$ cat config.mk
export PLATFORM = sky130hd
export DESIGN_NAME = fu_issue_ctrl_flat
export DESIGN_NICKNAME = d
export VERILOG_FILES = /design/src/rtl/fu_issue_ctrl_if.sv /design/src/rtl/fu_issue_ctrl.sv /design/src/flat_wrapper.sv
export SDC_FILE = /design/constraint.sdc
export NUM_CORES = 1
export LEC_CHECK = 0
export ABC_CLOCK_PERIOD_IN_PS = 6450
export BUFFER_PORTS_ARGS = -buffer_cell sky130_fd_sc_hd__buf_2
export CORE_MARGIN = 1.5
export CORE_UTILIZATION = 58
export CTS_CLUSTER_SIZE = 25
export DETAILED_ROUTE_END_ITERATION = 16
export MAX_ROUTING_LAYER = met4
export PLACE_DENSITY = 0.9
export SYNTH_ARGS = -nofsm -noshare
export SYNTH_HDL_FRONTEND = slang
export SYNTH_SLANG_ARGS = --single-unit
$ cat constraint.sdc
create_clock -name clock -period 6.45 [get_ports clock]
set_input_delay 1.29 -clock clock [delete_from_list [all_inputs] [get_ports clock]]
set_output_delay 1.29 -clock clock [all_outputs]
set_load 0.05 [all_outputs]
$ cat src/rtl/fu_issue_ctrl_if.sv
// fu_issue_ctrl_if
// Bundle between the reservation stage / FU cluster and the issue controller.
//   in_valid/in_class/in_pkt/in_ready : enqueue handshake from the reservation stage
//   stall, done_alu/done_mult/done_br : FU cluster back-pressure and per-unit free pulses
//   issue_valid/issue_fu_select/issue_pkt : registered one-cycle issue strobe to the cluster
//   fu_busy, count                        : status (busy map by fu_select code, occupancy)
// Handshake: an entry transfers on a rising clock edge where in_valid && in_ready are
// both high; in_valid may rise without waiting for in_ready, and in_ready never
// depends on in_valid. issue_valid is a strobe with no ready; the cluster must take it.
// Modports: master = the side driving enqueue/stall/done, slave = the issue controller.
interface fu_issue_ctrl_if #(
    parameter int DEPTH = 4,
    parameter int PKT_W = 128
);
    localparam int CW = $clog2(DEPTH) + 1;

    logic             in_valid;
    logic [1:0]       in_class;
    logic [PKT_W-1:0] in_pkt;
    logic             in_ready;
    logic             stall;
    logic [2:0]       done_alu;
    logic [1:0]       done_mult;
    logic             done_br;
    logic             issue_valid;
    logic [2:0]       issue_fu_select;
    logic [PKT_W-1:0] issue_pkt;
    logic [7:0]       fu_busy;
    logic [CW-1:0]    count;

    modport master (
        output in_valid, in_class, in_pkt, stall, done_alu, done_mult, done_br,
        input  in_ready, issue_valid, issue_fu_select, issue_pkt, fu_busy, count
    );

    modport slave (
        input  in_valid, in_class, in_pkt, stall, done_alu, done_mult, done_br,
        output in_ready, issue_valid, issue_fu_select, issue_pkt, fu_busy, count
    );
endinterface

$ cat src/rtl/fu_issue_ctrl.sv
// fu_issue_ctrl
// In-order issue controller for the six-unit FU cluster (ALU_1..3, MULT_1..2, BRANCH).
// Buffers {class, pkt} entries in a circular FIFO and issues the head to the
// lowest-numbered free unit of its class, at most one per cycle.
// Ports:
//   clock  : system clock
//   reset  : asynchronous, active-high reset
//   bus    : fu_issue_ctrl_if.slave (enqueue handshake, stall, done pulses,
//            issue strobe, busy map, occupancy)
module fu_issue_ctrl #(
    parameter int DEPTH = 4,
    parameter int PKT_W = 128
) (
    input  logic         clock,
    input  logic         reset,
    fu_issue_ctrl_if.slave bus
);
    localparam int AW = $clog2(DEPTH);
    localparam int CW = AW + 1;
    localparam logic [CW-1:0] FULL = CW'(DEPTH);

    localparam logic [1:0] CLS_ALU  = 2'd0;
    localparam logic [1:0] CLS_MULT = 2'd1;
    localparam logic [1:0] CLS_BR   = 2'd2;
    localparam logic [1:0] CLS_ILL  = 2'd3;

    logic [1:0]       q_class [DEPTH];
    logic [PKT_W-1:0] q_pkt   [DEPTH];
    logic [AW-1:0]    head_q, tail_q;
    logic [CW-1:0]    count_q;
    logic [7:0]       busy_q, busy_next;
    logic             issue_valid_q;
    logic [2:0]       issue_sel_q;
    logic [PKT_W-1:0] issue_pkt_q;

    logic [7:0]       done_map, avail;
    logic [1:0]       head_class;
    logic             non_empty, enq, deq, do_issue, do_drop, sel_ok;
    logic [2:0]       sel_code;

    // Done pulses laid out on the same code space as fu_busy / issue_fu_select.
    assign done_map   = {bus.done_br, bus.done_mult, bus.done_alu, 2'b00};
    // A unit finishing this cycle is already selectable this cycle.
    assign avail      = ~busy_q | done_map;
    assign head_class = q_class[head_q];
    assign non_empty  = (count_q != '0);
    assign enq        = bus.in_valid && bus.in_ready;

    always_comb begin
        sel_ok   = 1'b0;
        sel_code = 3'd0;
        case (head_class)
            CLS_ALU: begin
                if (avail[2])      begin sel_ok = 1'b1; sel_code = 3'd2; end
                else if (avail[3]) begin sel_ok = 1'b1; sel_code = 3'd3; end
                else if (avail[4]) begin sel_ok = 1'b1; sel_code = 3'd4; end
            end
            CLS_MULT: begin
                if (avail[5])      begin sel_ok = 1'b1; sel_code = 3'd5; end
                else if (avail[6]) begin sel_ok = 1'b1; sel_code = 3'd6; end
            end
            CLS_BR: begin
                if (avail[7])      begin sel_ok = 1'b1; sel_code = 3'd7; end
            end
            default: ;
        endcase
    end

    assign do_issue = non_empty && !bus.stall && sel_ok;
    // Illegal-class entries are flushed even under stall so they never wedge the head.
    assign do_drop  = non_empty && (head_class == CLS_ILL);
    assign deq      = do_issue || do_drop;

    // Issue setting a bit is applied after done clearing, so it wins on the same unit.
    always_comb begin
        busy_next = busy_q & ~done_map;
        if (do_issue) begin
            busy_next[sel_code] = 1'b1;
        end
        busy_next[1:0] = 2'b00;
    end

    // Payload storage has no reset; validity is carried entirely by count/pointers.
    always_ff @(posedge clock) begin
        if (enq) begin
            q_class[tail_q] <= bus.in_class;
            q_pkt[tail_q]   <= bus.in_pkt;
        end
    end

    always_ff @(posedge clock or posedge reset) begin
        if (reset) begin
            head_q        <= '0;
            tail_q        <= '0;
            count_q       <= '0;
            busy_q        <= '0;
            issue_valid_q <= 1'b0;
            issue_sel_q   <= 3'd0;
            issue_pkt_q   <= '0;
        end else begin
            busy_q <= busy_next;
            if (enq) begin
                tail_q <= tail_q + 1'b1;
            end
            if (deq) begin
                head_q <= head_q + 1'b1;
            end
            case ({enq, deq})
                2'b10:   count_q <= count_q + 1'b1;
                2'b01:   count_q <= count_q - 1'b1;
                default: count_q <= count_q;
            endcase
            if (do_issue) begin
                issue_valid_q <= 1'b1;
                issue_sel_q   <= sel_code;
                issue_pkt_q   <= q_pkt[head_q];
            end else begin
                issue_valid_q <= 1'b0;
                issue_sel_q   <= 3'd0;
                issue_pkt_q   <= '0;
            end
        end
    end

    assign bus.in_ready        = (count_q != FULL);
    assign bus.count           = count_q;
    assign bus.fu_busy         = busy_q;
    assign bus.issue_valid     = issue_valid_q;
    assign bus.issue_fu_select = issue_sel_q;
    assign bus.issue_pkt       = issue_pkt_q;
endmodule
$ cat src/flat_wrapper.sv
// flat-port wrapper written by rule: the top's interface ports become plain ports
module fu_issue_ctrl_flat 
#(
    parameter int DEPTH = 4,
    parameter int PKT_W = 128
)
  (clock, reset, bus_in_valid, bus_in_class, bus_in_pkt, bus_stall, bus_done_alu, bus_done_mult, bus_done_br, bus_in_ready, bus_issue_valid, bus_issue_fu_select, bus_issue_pkt, bus_fu_busy, bus_count);
  fu_issue_ctrl_if #(.DEPTH(DEPTH), .PKT_W(PKT_W)) bus_i ();
  input  logic clock;
  input  logic reset;
  input wire logic [$bits(bus_i.in_valid)-1:0] bus_in_valid;
  input wire logic [$bits(bus_i.in_class)-1:0] bus_in_class;
  input wire logic [$bits(bus_i.in_pkt)-1:0] bus_in_pkt;
  input wire logic [$bits(bus_i.stall)-1:0] bus_stall;
  input wire logic [$bits(bus_i.done_alu)-1:0] bus_done_alu;
  input wire logic [$bits(bus_i.done_mult)-1:0] bus_done_mult;
  input wire logic [$bits(bus_i.done_br)-1:0] bus_done_br;
  output wire logic [$bits(bus_i.in_ready)-1:0] bus_in_ready;
  output wire logic [$bits(bus_i.issue_valid)-1:0] bus_issue_valid;
  output wire logic [$bits(bus_i.issue_fu_select)-1:0] bus_issue_fu_select;
  output wire logic [$bits(bus_i.issue_pkt)-1:0] bus_issue_pkt;
  output wire logic [$bits(bus_i.fu_busy)-1:0] bus_fu_busy;
  output wire logic [$bits(bus_i.count)-1:0] bus_count;
  assign bus_i.in_valid = bus_in_valid;
  assign bus_i.in_class = bus_in_class;
  assign bus_i.in_pkt = bus_in_pkt;
  assign bus_i.stall = bus_stall;
  assign bus_i.done_alu = bus_done_alu;
  assign bus_i.done_mult = bus_done_mult;
  assign bus_i.done_br = bus_done_br;
  assign bus_in_ready = bus_i.in_ready;
  assign bus_issue_valid = bus_i.issue_valid;
  assign bus_issue_fu_select = bus_i.issue_fu_select;
  assign bus_issue_pkt = bus_i.issue_pkt;
  assign bus_fu_busy = bus_i.fu_busy;
  assign bus_count = bus_i.count;
  fu_issue_ctrl #(.DEPTH(DEPTH), .PKT_W(PKT_W)) u_core (.clock(clock), .reset(reset), .bus(bus_i));
endmodule
-- Yosys cells after proc, flatten, opt, wreduce, memory -nomap -nowiden
Memories as Yosys holds them, arrays and structs flattened.
Index checks and enable logic that the tools add are counted.
- register bits after elaboration: 145
- memories kept: 2
- RAM bits: 520
- input port bits: 140
- output and inout bits: 144
- word-level logic and storage cells: 59
- $add $sub $neg: 4
- bitwise logic cells: 5
- magnitude comparators: 2
- muxes and demuxes: 23
- equal/unequal tests: 6
- reductions and logical operators: 10
- memory list (memory ; words ; width ; read ports ; clocked after Yosys merged registers in ; wr ports ; RTL line ; text):
    u_core.q_pkt ; 4 ; 128 ; 1 ; 0 ; 1 ; fu_issue_ctrl.sv:28 ; logic [PKT_W-1:0] q_pkt [DEPTH];
    u_core.q_class ; 4 ; 2 ; 1 ; 0 ; 1 ; fu_issue_ctrl.sv:27 ; logic [1:0] q_class [DEPTH];
- operator list (operator ; count):
    two-way mux 128 bit ; 1
    two-way mux 3 bit ; 7
    inverter 8 bit ; 2
    bitwise OR 8 bit ; 2
    two-way mux 1 bit ; 10
    case mux 3 bit (3 select lines) ; 1
    AND 8 bit ; 1
    two-way mux 8 bit ; 1
    == test 2 bit, second input constant ; 3
    case mux 3 bit (2 select lines) ; 1
    logical AND 1 bit ; 5
    adder 2 x 1 -> 2 bit, second input constant ; 2
    == test 2 x 1 -> 1 bit, second input constant ; 2
    < comparator 3 x 4 -> 1 bit, second input constant ; 1
    adder 3 x 1 -> 3 bit, second input constant ; 1
    demux 1 bit (select 3 bit) ; 1
    >= comparator 3 x 1 -> 1 bit, second input constant ; 1
    inequality test 3 bit, second input constant ; 1
    case mux 1 bit (3 select lines) ; 1
    nonzero test 3 bit ; 1
    subtractor 3 x 1 -> 3 bit, second input constant ; 1
    logical NOT 2 bit ; 1
    nonzero test 2 bit ; 1
    logical NOT 1 bit ; 1
    logical OR 1 bit ; 1

-- Longest topological paths before layout
Gate-level depths: netlist (run 1).
- depth in word-level cells: 12
- depth in mapped cells: 12
- depth with buffers taken out: 11

-- Worst setup path before layout (run 1)
OpenSTA, ideal clock, no wires.
- path kind: register to register
- start: register u_core.count_q[0] (netlist: u_core.bus.count[0])
- end: memory u_core.q_class[0][0], enable pin
- library setup time: 0.506 ns
- slack: 1.478 ns
- clock period less this slack: 4.972 ns
- cell stages (with the launch flop): 4
- path buffers: 0
- data required time: 5.944 ns
- arrival: 4.466 ns
- cell sequence: dfrtp_1 > inv_1 > nand3_1 > and3_1
- word-level cells in the longest chain between the ends: 4
- ends and longest elaborated chain (what ; RTL line ; text):
    start, declared ; fu_issue_ctrl.sv:30 ; logic [CW-1:0] count_q;
    start signal, assigned ; fu_issue_ctrl.sv:109 ; 2'b10: count_q <= count_q + 1'b1;
    start signal, assigned ; fu_issue_ctrl.sv:110 ; 2'b01: count_q <= count_q - 1'b1;
    start signal, assigned ; fu_issue_ctrl.sv:111 ; default: count_q <= count_q;
    inequality test 3 bit ; fu_issue_ctrl.sv:125 ; assign bus.in_ready = (count_q != FULL);
    via bus_in_ready ; flat_wrapper.sv:18 ; output wire logic [$bits(bus_i.in_ready)-1:0] bus_in_ready;
    logical AND 1 bit ; fu_issue_ctrl.sv:47 ; assign enq = bus.in_valid && bus.in_ready;
    two-way mux 1 bit ; fu_issue_ctrl.sv:85 ; if (enq) begin
    two-way mux 1 bit (implied by the code) ; fu_issue_ctrl.sv:86 ; q_class[tail_q] <= bus.in_class;
    end, declared ; fu_issue_ctrl.sv:27 ;
The timed path passes the listed nets, and every way through them passes these cells.

-- Worst setup path in the final report (run 1)
- start: register u_core.head_q[1]
- end: register u_core.count_q[2] (netlist: u_core.bus.count[2])
- word-level cells in the longest chain between the ends: 7
- elaborated cells on any way between the ends: 13
- classes of those cells: eq/ne: 5; mux: 2; reduce/logical: 5; memory: 1
- ends and longest elaborated chain (what ; RTL line ; text):
    start, declared ; fu_issue_ctrl.sv:29 ; logic [AW-1:0] head_q, tail_q;
    start signal, assigned ; fu_issue_ctrl.sv:106 ; head_q <= head_q + 1'b1;
    memory (4 x 2 bit) (*) ; -- ;
    == test 2 bit, or another cell as far along ; fu_issue_ctrl.sv:52 ; case (head_class)
    case mux 1 bit (3 select lines) ; fu_issue_ctrl.sv:52 ;
    logical AND 1 bit ; fu_issue_ctrl.sv:69 ; assign do_issue = non_empty && !bus.stall && sel_ok;
    logical OR 1 bit (*) ; fu_issue_ctrl.sv:72 ; assign deq = do_issue || do_drop;
    == test 2 x 1 -> 1 bit / == test 2 bit (equally long branches) ; fu_issue_ctrl.sv:108 ; case ({enq, deq})
    case mux 3 bit (2 select lines) / nonzero test 2 bit (equally long branches) ; -- ;
Mark *: on every way between the ends. The rest lies on a longest branch, timed or not.
A chain may end at the register's enable or synchronous reset.

==> summary.md, run 1 <==
| Metric | Value |
|---|---|
| CP Max Fanout | 48 |
| Post-layout nets | ~1.5k |
| TritonRoute pass-1 iters | 5 |
| Chip height | approximately 210 um |
| GP Congestion | ~0.84 |
| Critical path arrival | about 4.3 ns |
| Synth-to-Final Area Change | 17.7% |
| Max-slew headroom at the worst pin | 0.328 |
| Largest net degree at the start of global routing | 96 |
| H-Tree Depth | 3 |
| Dominant cell type by area after synthesis | edfxtp_1 |
| Hold_buf cts | 0 |
| Setup Buffers After CTS | 0 |
| Average wire per standard cell | 24.3 um |
| Critical path class | flip-flop to flip-flop |
| # placed instances | roughly 1.8k |
| Metal1 wirelength | between 15000 and 20000 um |
| Port bufs | between 200 and 300 |
| Primary FF master, synth | edfxtp_1 |
| Int Power | between 9 and 10 mW |
| Seq pwr share | 0.428 |
| Comb power frac | 0.311 |
| Die W | 205 um |
| Yosys warns | 0 |
| Worst-Skew Late Latency | between 0.5 and 0.6 ns |
| Cell variety after synth | 34 |
| Pwr per Cell Area | 515 nW/um2 |
| Final core utilization | 0.698 |
| Max Cap Violations | 0 |
| Avg Cell Area, Syn | approximately 23 um2 |
| Kind of start point of the critical path | flip-flop |
| Top cells by area, synth | edfxtp_1 (66%), dfrtp_1 (15%), mux4_2 (12%) |
| Synth Register Bits | 665 |
| Post-synthesis instance area | roughly 24000 um2 |
| Final hold slack | ~0.53 ns |
| Register area share after synthesis | 0.810 |
| Die area | between 40000 and 50000 um2 |
| Vias in the first global route | approximately 12k |
| Worst-path clk slew | roughly 0.060 ns |
| Final ANT Viol Nets | 0 |
| CTS tree | yes |
| Slew @ Worst Pin | just over 1 ns |
| Synth top area share | 0.657 |
| Final instance area | roughly 28000 um2 |
| Post-CTS Resized | 0 |
| Clock power share | 0.262 |
| Met3 routed WL | about 3600 um |
| Worst setup EP type | flip-flop |
| Hold WC Path Type | flip-flop to flip-flop |
| RSZ-0062 raised after global routing | no |
| TNS Setup | 0 ns |
| Avg Vias per Cell | around 5.7 |
| Total CTS buffers | between 60 and 70 |
| Global Route Usage Sum | 0.240 |
| Placed Area | around 26000 um2 |
| Global-route wire length before repair | about 70000 um |
| Finished Layout Cells | 1959 |
| Final Max Slew Viols | 0 |
| Maximum VDD drop | 0.377 mV |
| Uppermost routed layer | met4 |
| Switching power of the nets | between 4 and 5 mW |
| DR iter-0 viols | roughly 830 |
| Grt total ovfl | 0 |
| Boundary Pins | approximately 280 |
| Post-synth EDFFs | 520 |
| Final hold vios | 0 |
| Layout cells sized above 1 | 0.384 |
| Clock Skew | between 0.015 and 0.02 ns |
| PnR Total Power | between 10 and 15 mW |
| DRC Markers | 0 |
| Sw frac | 0.342 |
| Place WS | approximately 2.6 ns |
| DR WL met2 | about 24000 um |
| Crit share post-route | 0.589 |
| Top cells by count, synth | edfxtp_1 (520), dfrtp_1 (145), mux4_2 (130) |
| Worst Path Required | about 7.0 ns |
| Finish-stage setup viols | 0 |
| Core ar. | between 40000 and 50000 um2 |
| Rows | between 70 and 80 |
| Lkg Pwr | 10.5 nW |
| Top-count cell post-synth | edfxtp_1 |
| Cell count after synthesis | roughly 1.1k |
| R2R setup slack | 2.65 ns |
| Clock sink total | 665 |
| Routed vias | roughly 11k |
| Initial core utilization | 0.593 |
| Initial antenna violation count | 12 |
| Root Buffer | clkbuf_16 |
| Final HPWL DP | ~26000 um |
| Outcome | complete, no violations |
| Final wirelength | 47600 um |
| Async SR Flop Fraction | 0.218 |
| Period minus WS final | roughly 3.8 ns |
| Fmax | ~260 MHz |
| Maximum root-to-sink buffer count | 3 |
| Setup ws final | approximately 2.7 ns |
==> flip-flops by register name, indices dropped and copies added, names as in the netlist <==
register	count
u_core.q_class	8
u_core.head_q	2
u_core.bus.issue_valid	1
u_core.bus.issue_pkt	128
u_core.bus.issue_fu_select	3
u_core.bus.fu_busy	6
u_core.bus.count	3
u_core.q_pkt	512
u_core.tail_q	2
==> worst max-delay path: stages (launching register included) <==
cell     delay, ns
dfrtp_4       0.76
buf_4         0.67
mux4_2        0.49
nor2_1        0.27
nand2_1       0.14
o21ai_0       0.17
ha_1          0.25
inv_1         0.06
fa_1          0.37
xor2_1        0.15
nor2_1        0.11
xor2_1        0.15
==> power by group through the flow <==
stage          combinational [mW]  sequential (mW)  clock (mW)
5_1_grt                      4.75             6.24        4.00
6_report                     4.47             6.16        3.77
4_1_cts                      4.55             6.17        3.84
2_1_floorplan                2.14             7.46           0
3_5_place_dp                 4.50             6.22           0
3_3_place_gp                 4.44             6.16           0
==> path summary, 6_finish.rpt <==
check / start / end / cells after the start
max: u_core.head_q[1]$_DFFE_PP0N_ / u_core.bus.count[2]$_DFFE_PP0P_ / 11
min: u_core.bus.count[0]$_DFFE_PP0P_ / u_core.bus.count[0]$_DFFE_PP0P_ / 1
max reg2reg: u_core.head_q[1]$_DFFE_PP0N_ / u_core.bus.count[2]$_DFFE_PP0P_ / 11
min reg2reg: u_core.bus.count[0]$_DFFE_PP0P_ / u_core.bus.count[0]$_DFFE_PP0P_ / 1
max in group asynchronous: reset / u_core.head_q[1]$_DFFE_PP0N_ / 3
min in group asynchronous: reset / u_core.bus.issue_pkt[28]$_DFF_PP0_ / 2
==> area by class of cell <==
cell class	count	area, um2
repair buffers	292	1550
flip-flops and latches	665	19300
inverters	9	38.8
clock inverters	28	260
clock buffers	95	1900
well taps	525	657
fillers	2422	12100
multi-input cells	332	4280
diodes	13	32.5
==> cells in the final DEF, fill, tap and decap left out, types with 6 or more instances in the layout <==
| cell type | Yosys | layout |
|---|---|---|
| edfxtp_1 | 520 | 520 |
| buf_2 | 1 | 281 |
| dfrtp_1 | 145 | 143 |
| mux4_2 | 130 | 130 |
| nor2b_1 | 121 | 121 |
| clkbuf_16 | 0 | 69 |
| clkbuf_1 | 31 | 18 |
| diode_2 | 0 | 13 |
| clkinv_2 | 0 | 11 |
| nor2b_2 | 10 | 10 |
| inv_1 | 9 | 8 |
| o21ai_0 | 8 | 8 |
| clkbuf_8 | 0 | 8 |
| nand2b_1 | 7 | 7 |
| nand2_1 | 7 | 7 |
| buf_4 | 13 | 6 |
==> layer usage <==
| layer | up-vias | track usage |
|---|---|---|
| met4 | 0 | 0.0800 |
| met1 | 5922 | 0.314 |
| li1 | 4792 | - |
| met5 | - | - |
| met3 | 73 | 0.0613 |
| met2 | 438 | 0.374 |
==> kinds of logic (layout without fill, tap and decap cells) <==
group / count (synthesis) / after routing / synth area share
AO/OA/AOI/OAI: 16 / 16 / 0.00395
XOR/XNOR: 6 / 6 / 0.00221
adder cells (fa/ha/maj): 6 / 6 / 0.00348
buffers and inverters: 56 / 424 / 0.0113
flip-flops: 665 / 665 / 0.810
multiplexers: 135 / 135 / 0.125
other: 1 / 15 / 0.000158
AND/OR/NAND/NOR: 167 / 167 / 0.0438
Note: power is estimated with default switching activity, not from simulation.
==> run 2: changes to the inputs <==
ABC_CLOCK_PERIOD_IN_PS = 3800   (was 6450)
clock period = 3.8 ns   (was 6.45 ns; I/O delays follow)
==> summary.md, run 2 (synthesis gave the netlist of run 1 again) <==
| Metric | Value |
|---|---|
| Final HPWL DP | 26500 um (+1.9%) |
| Most used cell, CP | xor2_1 |
| Start point of the critical path | u_core.head_q[0]$_DFFE_PP0N_ |
| M3 GR Usage | 0.0510 (-0.0103) |
| Met2 usage | 0.382 (+0.00820) |
| Max-slew headroom at the worst pin | 0.330 (+0.00246) |
| Worst setup EP type | flip-flop |
| Fmax | 312 MHz (+18%) |
| Place WS | 0.670 ns (-1.98 ns) |
| Vias in the first global route | 12.0k (+0.40%) |
| Initial antenna violation count | 5 (-7) |
| Largest net degree at the start of global routing | 146 (+52%) |
| Boundary Pins | 284 (unchanged) |
| Period minus WS final | 3.21 ns (-0.592 ns) |
| Chip height | 205 um (unchanged) |
| Initial core utilization | 0.593 (unchanged) |
| Setup Buffers After CTS | 0 (unchanged) |
| Post-CTS Resized | 0 (unchanged) |
| Clock Skew | 0.0164 ns (+0.000129 ns) |
| Maximum root-to-sink buffer count | 3 (unchanged) |
| Die area | 42200 um2 (unchanged) |
| Lkg Pwr | 10.5 nW (+0.41%) |
| DR iter-0 viols | 892 (+7.0%) |
| Total CTS buffers | 66 (-1.5%) |
| CP Max Fanout | 20 (-58%) |
| Placed Area | 25900 um2 (+0.55%) |
| Final Max Slew Viols | 0 (unchanged) |
| PnR Total Power | 24.5 mW (+70%) |
| Worst-path clk slew | 0.06 ns (about the same) |
| Commonest non-fill, non-tap cell in the layout | edfxtp_1 |
| CP peak stage delay | 0.70 ns (-0.06 ns) |
| Maximum VDD drop | 0.722 mV (+92%) |
| TNS Setup | 0 ns (unchanged) |
| Synth-to-Final Area Change | 18.1% |
| Critical Path Stages | 10 (-1) |
| Routed vias | 11.3k (+0.40%) |
| Multi-input gate area | 4280 um2 (unchanged) |
| Die W | 205 um (unchanged) |
| Switching power of the nets | 8.30 mW (+69%) |
| Layout cells sized above 1 | 0.385 (+0.00146) |
| Post-layout nets | 1521 (+0.53%) |
| Global-route wire length before repair | 70600 um (-1.1%) |
| Global Route Usage Sum | 0.236 (-0.00378) |
| Final wirelength | 47000 um (-1.3%) |
| Worst R2R Start | u_core.head_q[0]$_DFFE_PP0N_ |
| Root Buffer | clkbuf_16 |
| Worst Path Required | 4.29 ns (-2.67 ns) |
| CP bufs+invs | 1 (-1) |
| DRC Markers | 0 (unchanged) |
| Clock sink total | 665 (unchanged) |
| Int Power | 16.2 mW (+71%) |
| Final hold slack | 0.395 ns (-0.134 ns) |
| Worst-Skew Late Latency | 0.58 ns (about the same) |
| Comb power frac | 0.319 (+0.008) |
| Core ar. | 40100 um2 (unchanged) |
| Rows | 73 (unchanged) |
| Clock power share | 0.258 (-0.004) |
| CTS tree | yes |
| Fill cells | 2339 (-3.4%) |
| Final hold vios | 0 (unchanged) |
| Most frequent cells in the layout | edfxtp_1 (520), buf_2 (281), dfrtp_1 (143) |
| R2R setup slack | 0.59 ns (-2.06 ns) |
| Pwr per Cell Area | 872 nW/um2 (+69%) |
| Hold_buf cts | 0 (unchanged) |
| Slew @ Worst Pin | 1.00 ns (-0.00369 ns) |
| Setup ws final | 0.595 ns (-2.06 ns) |
| Kind of start point of the critical path | flip-flop |
| Met1 Usage GRT | 0.307 (-0.00734) |
| Final instance area | 28100 um2 (+0.31%) |
| CP delay by family, top | multiplexers |
| Hold WC Path Type | input port to flip-flop |
| Largest register FFs | 512 (unchanged) |
| Outcome | complete, no violations |
| Sequential cell area | 19300 um2 (unchanged) |
| Port bufs | 281 (unchanged) |
| Seq pwr share | 0.423 (-0.005) |
| Average wire per standard cell | 24.0 um (-1.2%) |
| Max Cap Violations | 0 (unchanged) |
| Crit share post-route | 0.844 (+0.255) |
| Sw frac | 0.339 (-0.00275) |
| RSZ-0062 raised after global routing | no |
| Finish-stage setup viols | 0 (unchanged) |
| Slowest stage cell, crit path | mux4_2 |
| GR peak layer | met2 |
| Worst setup endpoint | u_core.bus.count[2]$_DFFE_PP0P_ |
| Worst r2r dst | u_core.bus.count[2]$_DFFE_PP0P_ |
| GP Congestion | 0.843 (unchanged) |
| Most flops, register | u_core.q_pkt |
| Grt total ovfl | 0 (unchanged) |
| Avg Vias per Cell | 5.76 (+0.50%) |
| Critical path arrival | 3.69 ns (-0.61 ns) |
| H-Tree Depth | 3 (unchanged) |
| Worst r2r path cells | 10 (-1) |
| Final ANT Viol Nets | 0 (unchanged) |
| Critical path class | flip-flop to flip-flop |
| Critical path cell sequence | mux4_2, a31oi_1, nand2_1, o21ai_0, ha_1, inv_1, fa_1, xor2_1, nor2_1, xor2_1 |
| TritonRoute pass-1 iters | 7 (+2) |
run 2: cell count changes in the layout (fill, tap and decap cells not counted), sizes merged:
cell and change:
buf +9, clkinvlp +2, diode -7, clkbuf -2, clkinv -2, inv -2
run 2: layer usage:
metal,vias to the layer above,part of all wire
met5,-,0
met4,0,0.018
met3,64,0.065
met2,415,0.52
met1,5993,0.40
li1,4798,-
run 2: power groups by stage:
stage | Clock (mW) | Sequential (mW) | Combinational, mW
after floorplan | 0 | 12.6 | 3.63
after global placement | 0 | 10.3 | 7.75
after detailed placement | 0 | 10.5 | 7.88
after CTS | 6.42 | 10.4 | 7.94
after global routing | 6.71 | 10.5 | 8.28
final | 6.31 | 10.3 | 7.81
run 2: through the flow:
step                      instances  utilization
after floorplan                1053            -
after global placement         1832        0.646
after detailed placement       1832        0.646
after CTS                      1951        0.700
after global routing           1956        0.700
final                          1957        0.700
run 2: worst min-delay path by stage:
stage / startpoint / endpoint / slack [ns] / depth (start not counted)
after floorplan: u_core.tail_q[1]$_DFFE_PP0P_ / u_core.tail_q[1]$_DFFE_PP0P_ / 0.58 / 2
after global placement: u_core.bus.count[2]$_DFFE_PP0P_ / u_core.bus.count[2]$_DFFE_PP0P_ / 0.50 / 1
after detailed placement: u_core.bus.count[2]$_DFFE_PP0P_ / u_core.bus.count[2]$_DFFE_PP0P_ / 0.51 / 1
after CTS: bus_in_pkt[45] / u_core.q_pkt[3][45]$_DFFE_PP_ / 0.37 / 1
after global routing: bus_in_pkt[109] / u_core.q_pkt[3][109]$_DFFE_PP_ / 0.37 / 1
final: bus_in_pkt[90] / u_core.q_pkt[0][90]$_DFFE_PP_ / 0.39 / 1
run 2: cell type report:
class	count	share of cell area
inverter	9	0.00134
tap	525	0.0234
timing repair buffer	301	0.0604
sequential	665	0.686
multi-input combinational	332	0.153
antenna	6	0.000535
clock inverter	26	0.00785
clock buffer	93	0.0679
==> run 3: changes to the inputs <==
ABC_CLOCK_PERIOD_IN_PS = 2800   (was 3800)
CORE_UTILIZATION = 52   (was 58)
PLACE_DENSITY = 0.86   (was 0.9)
clock period = 2.8 ns   (was 3.8 ns; I/O delays follow)
==> summary.md, run 3 (synthesis gave the netlist of run 1 again) <==
| Metric | Value |
|---|---|
| Layout cells sized above 1 | 0.397 (+0.0120) |
| Avg Vias per Cell | 5.44 (-5.5%) |
| Final hold vios | 0 (unchanged) |
| Final instance area | 28400 um2 (+1.2%) |
| Die area | 47000 um2 (+11%) |
| Worst-Skew Late Latency | 0.59 ns (about the same) |
| Max Cap Violations | 0 (unchanged) |
| DRC Markers | 0 (unchanged) |
| H-Tree Depth | 3 (unchanged) |
| Pwr per Cell Area | 1180 nW/um2 (+35%) |
| Largest register FFs | 512 (unchanged) |
| Fill cells | 2952 (+26%) |
| Chip height | 217 um (+5.5%) |
| Critical path class | flip-flop to flip-flop |
| Boundary Pins | 284 (unchanged) |
| Global-route wire length before repair | 71800 um (+1.8%) |
| Max-slew headroom at the worst pin | 0.263 (-0.0672) |
| Final wirelength | 47200 um (+0.50%) |
| Slew @ Worst Pin | 1.11 ns (+0.101 ns) |
| Clock Skew | 0.0239 ns (+0.00753 ns) |
| Final ANT Viol Nets | 0 (unchanged) |
| Final core utilization | 0.628 (-0.0715) |
| Clock sink total | 665 (unchanged) |
| Routed vias | 11.2k (-0.98%) |
| Rows | 78 (+6.8%) |
| Setup Buffers After CTS | 0 (unchanged) |
| Port bufs | 281 (unchanged) |
| TritonRoute pass-1 iters | 6 (-1) |
| Core ar. | 45200 um2 (+13%) |
| Final Max Slew Viols | 0 (unchanged) |
| Die W | 217 um (+5.5%) |
| Synth-to-Final Area Change | 19.5% |
| CP Max Fanout | 4 (-80%) |
| CTS tree | yes |
| Period minus WS final | 2.71 ns (-0.499 ns) |
| Final hold slack | 0.0868 ns (-0.308 ns) |
| Crit share post-route | 0.967 (+0.123) |
| Critical path arrival | 3.21 ns (-0.48 ns) |
| DR iter-0 viols | 912 (+2.2%) |
| Maximum root-to-sink buffer count | 3 (unchanged) |
| Commonest non-fill, non-tap cell in the layout | edfxtp_1 |
| Post-layout nets | 1540 (+1.2%) |
| Vias in the first global route | 12.1k (+1.3%) |
| GP Congestion | 0.854 (+1.4%) |
| Outcome | complete, no violations |
| Average wire per standard cell | 23.0 um (-4.1%) |
| Finish-stage setup viols | 0 (unchanged) |
| Worst-path clk slew | 0.06 ns (about the same) |
| Worst setup EP type | flip-flop |
| Most frequent cells in the layout | edfxtp_1 (520), buf_2 (281), dfrtp_1 (143) |
| Maximum VDD drop | 1.08 mV (+50%) |
| Root Buffer | clkbuf_16 |
| Hold WC Path Type | input port to asynchronous set/reset pin |
| Initial core utilization | 0.526 (-0.0667) |
| Total CTS buffers | 66 (unchanged) |
| Lkg Pwr | 10.6 nW (+0.98%) |
| Initial antenna violation count | 3 (-2) |
| Global Route Usage Sum | 0.213 (-0.0228) |
| Grt total ovfl | 0 (unchanged) |
| Final HPWL DP | 28000 um (+5.8%) |
| Largest net degree at the start of global routing | 92 (-37%) |
| Fmax | 370 MHz (+18%) |
| PnR Total Power | 33.4 mW (+37%) |
| R2R setup slack | 0.09 ns (-0.50 ns) |
| Placed Area | 26200 um2 (+1.2%) |
| Worst Path Required | 3.30 ns (-0.99 ns) |
| Kind of start point of the critical path | flip-flop |
| Most flops, register | u_core.q_pkt |
-- run 3: cell count changes in the layout (fill, tap and decap cells not counted), sizes merged --
cell	change
inv	-1
diode	-1
buf	+19
clkbuf	-5
clkinvlp	+5
clkinv	+2
-- run 3: stage by stage --
stage / std cells / setup WS [ns] / TNS [ns]
after global placement: 1926 / 0.0821 / 0
after global routing: 2049 / -0.0171 / -0.0171
after detailed placement: 1926 / 0.00617 / 0
final: 2051 / 0.0937 / 0
after CTS: 2046 / 0.0231 / 0
after floorplan: 1053 / -0.457 / -178.25
-- run 3: repair_timing --
action,4_1_cts,5_1_grt
setup endpoints to repair,1,8
hold buffers,0,0
gates resized for setup,3,3
pin swaps,1,0
-- run 3: worst max-delay path: stages, from the launching register on --
cell     delay (ns)
dfrtp_4        0.45
mux4_2         0.59
a31oi_4        0.25
nand2_1        0.14
o21ai_2        0.12
ha_2           0.22
inv_1          0.05
fa_1           0.37
xor2_1         0.15
nor2_1         0.13
xor2_1         0.16
-- run 3: final timing paths --
| kind | start | end | depth (start not counted) |
|---|---|---|---|
| max in group asynchronous | reset | u_core.bus.issue_pkt[70]$_DFF_PP0_ | 3 |
| setup / recovery | u_core.head_q[0]$_DFFE_PP0N_ | u_core.bus.count[2]$_DFFE_PP0P_ | 10 |
| min in group clock | bus_in_pkt[103] | u_core.q_pkt[2][103]$_DFFE_PP_ | 1 |
| setup reg to reg | u_core.head_q[0]$_DFFE_PP0N_ | u_core.bus.count[2]$_DFFE_PP0P_ | 10 |
| hold reg to reg | u_core.bus.count[0]$_DFFE_PP0P_ | u_core.bus.count[0]$_DFFE_PP0P_ | 1 |
| hold / removal | reset | u_core.bus.issue_pkt[16]$_DFF_PP0_ | 3 |
-- run 3: final cells by class --
cell class                      instances  area, um2  share of cell area
Clock inverter                         32        263             0.00925
Tap cell                              600        751              0.0264
Antenna cell                            5       12.5            0.000441
Sequential cell                       665      19300               0.678
Inverter                                9       37.5             0.00132
Multi-Input combinational cell        332       4310               0.152
Clock buffer                           88       1860              0.0654
Timing Repair Buffer                  320       1920              0.0675
-- run 3: power breakdown --
part	leakage [nW]	switching, mW	internal [mW]
clock network	1.02	3.56	4.97
registers	6.70	0.687	13.2
logic	2.89	7.13	3.84
-- run 3: layer usage --
metal / part of all wire / wire [um] / vias to the layer above / track usage
met5: 0 / 0 / - / -
li1: - / - / 4827 / -
met2: 0.51 / 24000 / 431 / 0.343
met1: 0.39 / 18500 / 5809 / 0.269
met4: 0.027 / 1290 / 0 / 0.0757
met3: 0.071 / 3360 / 92 / 0.0502
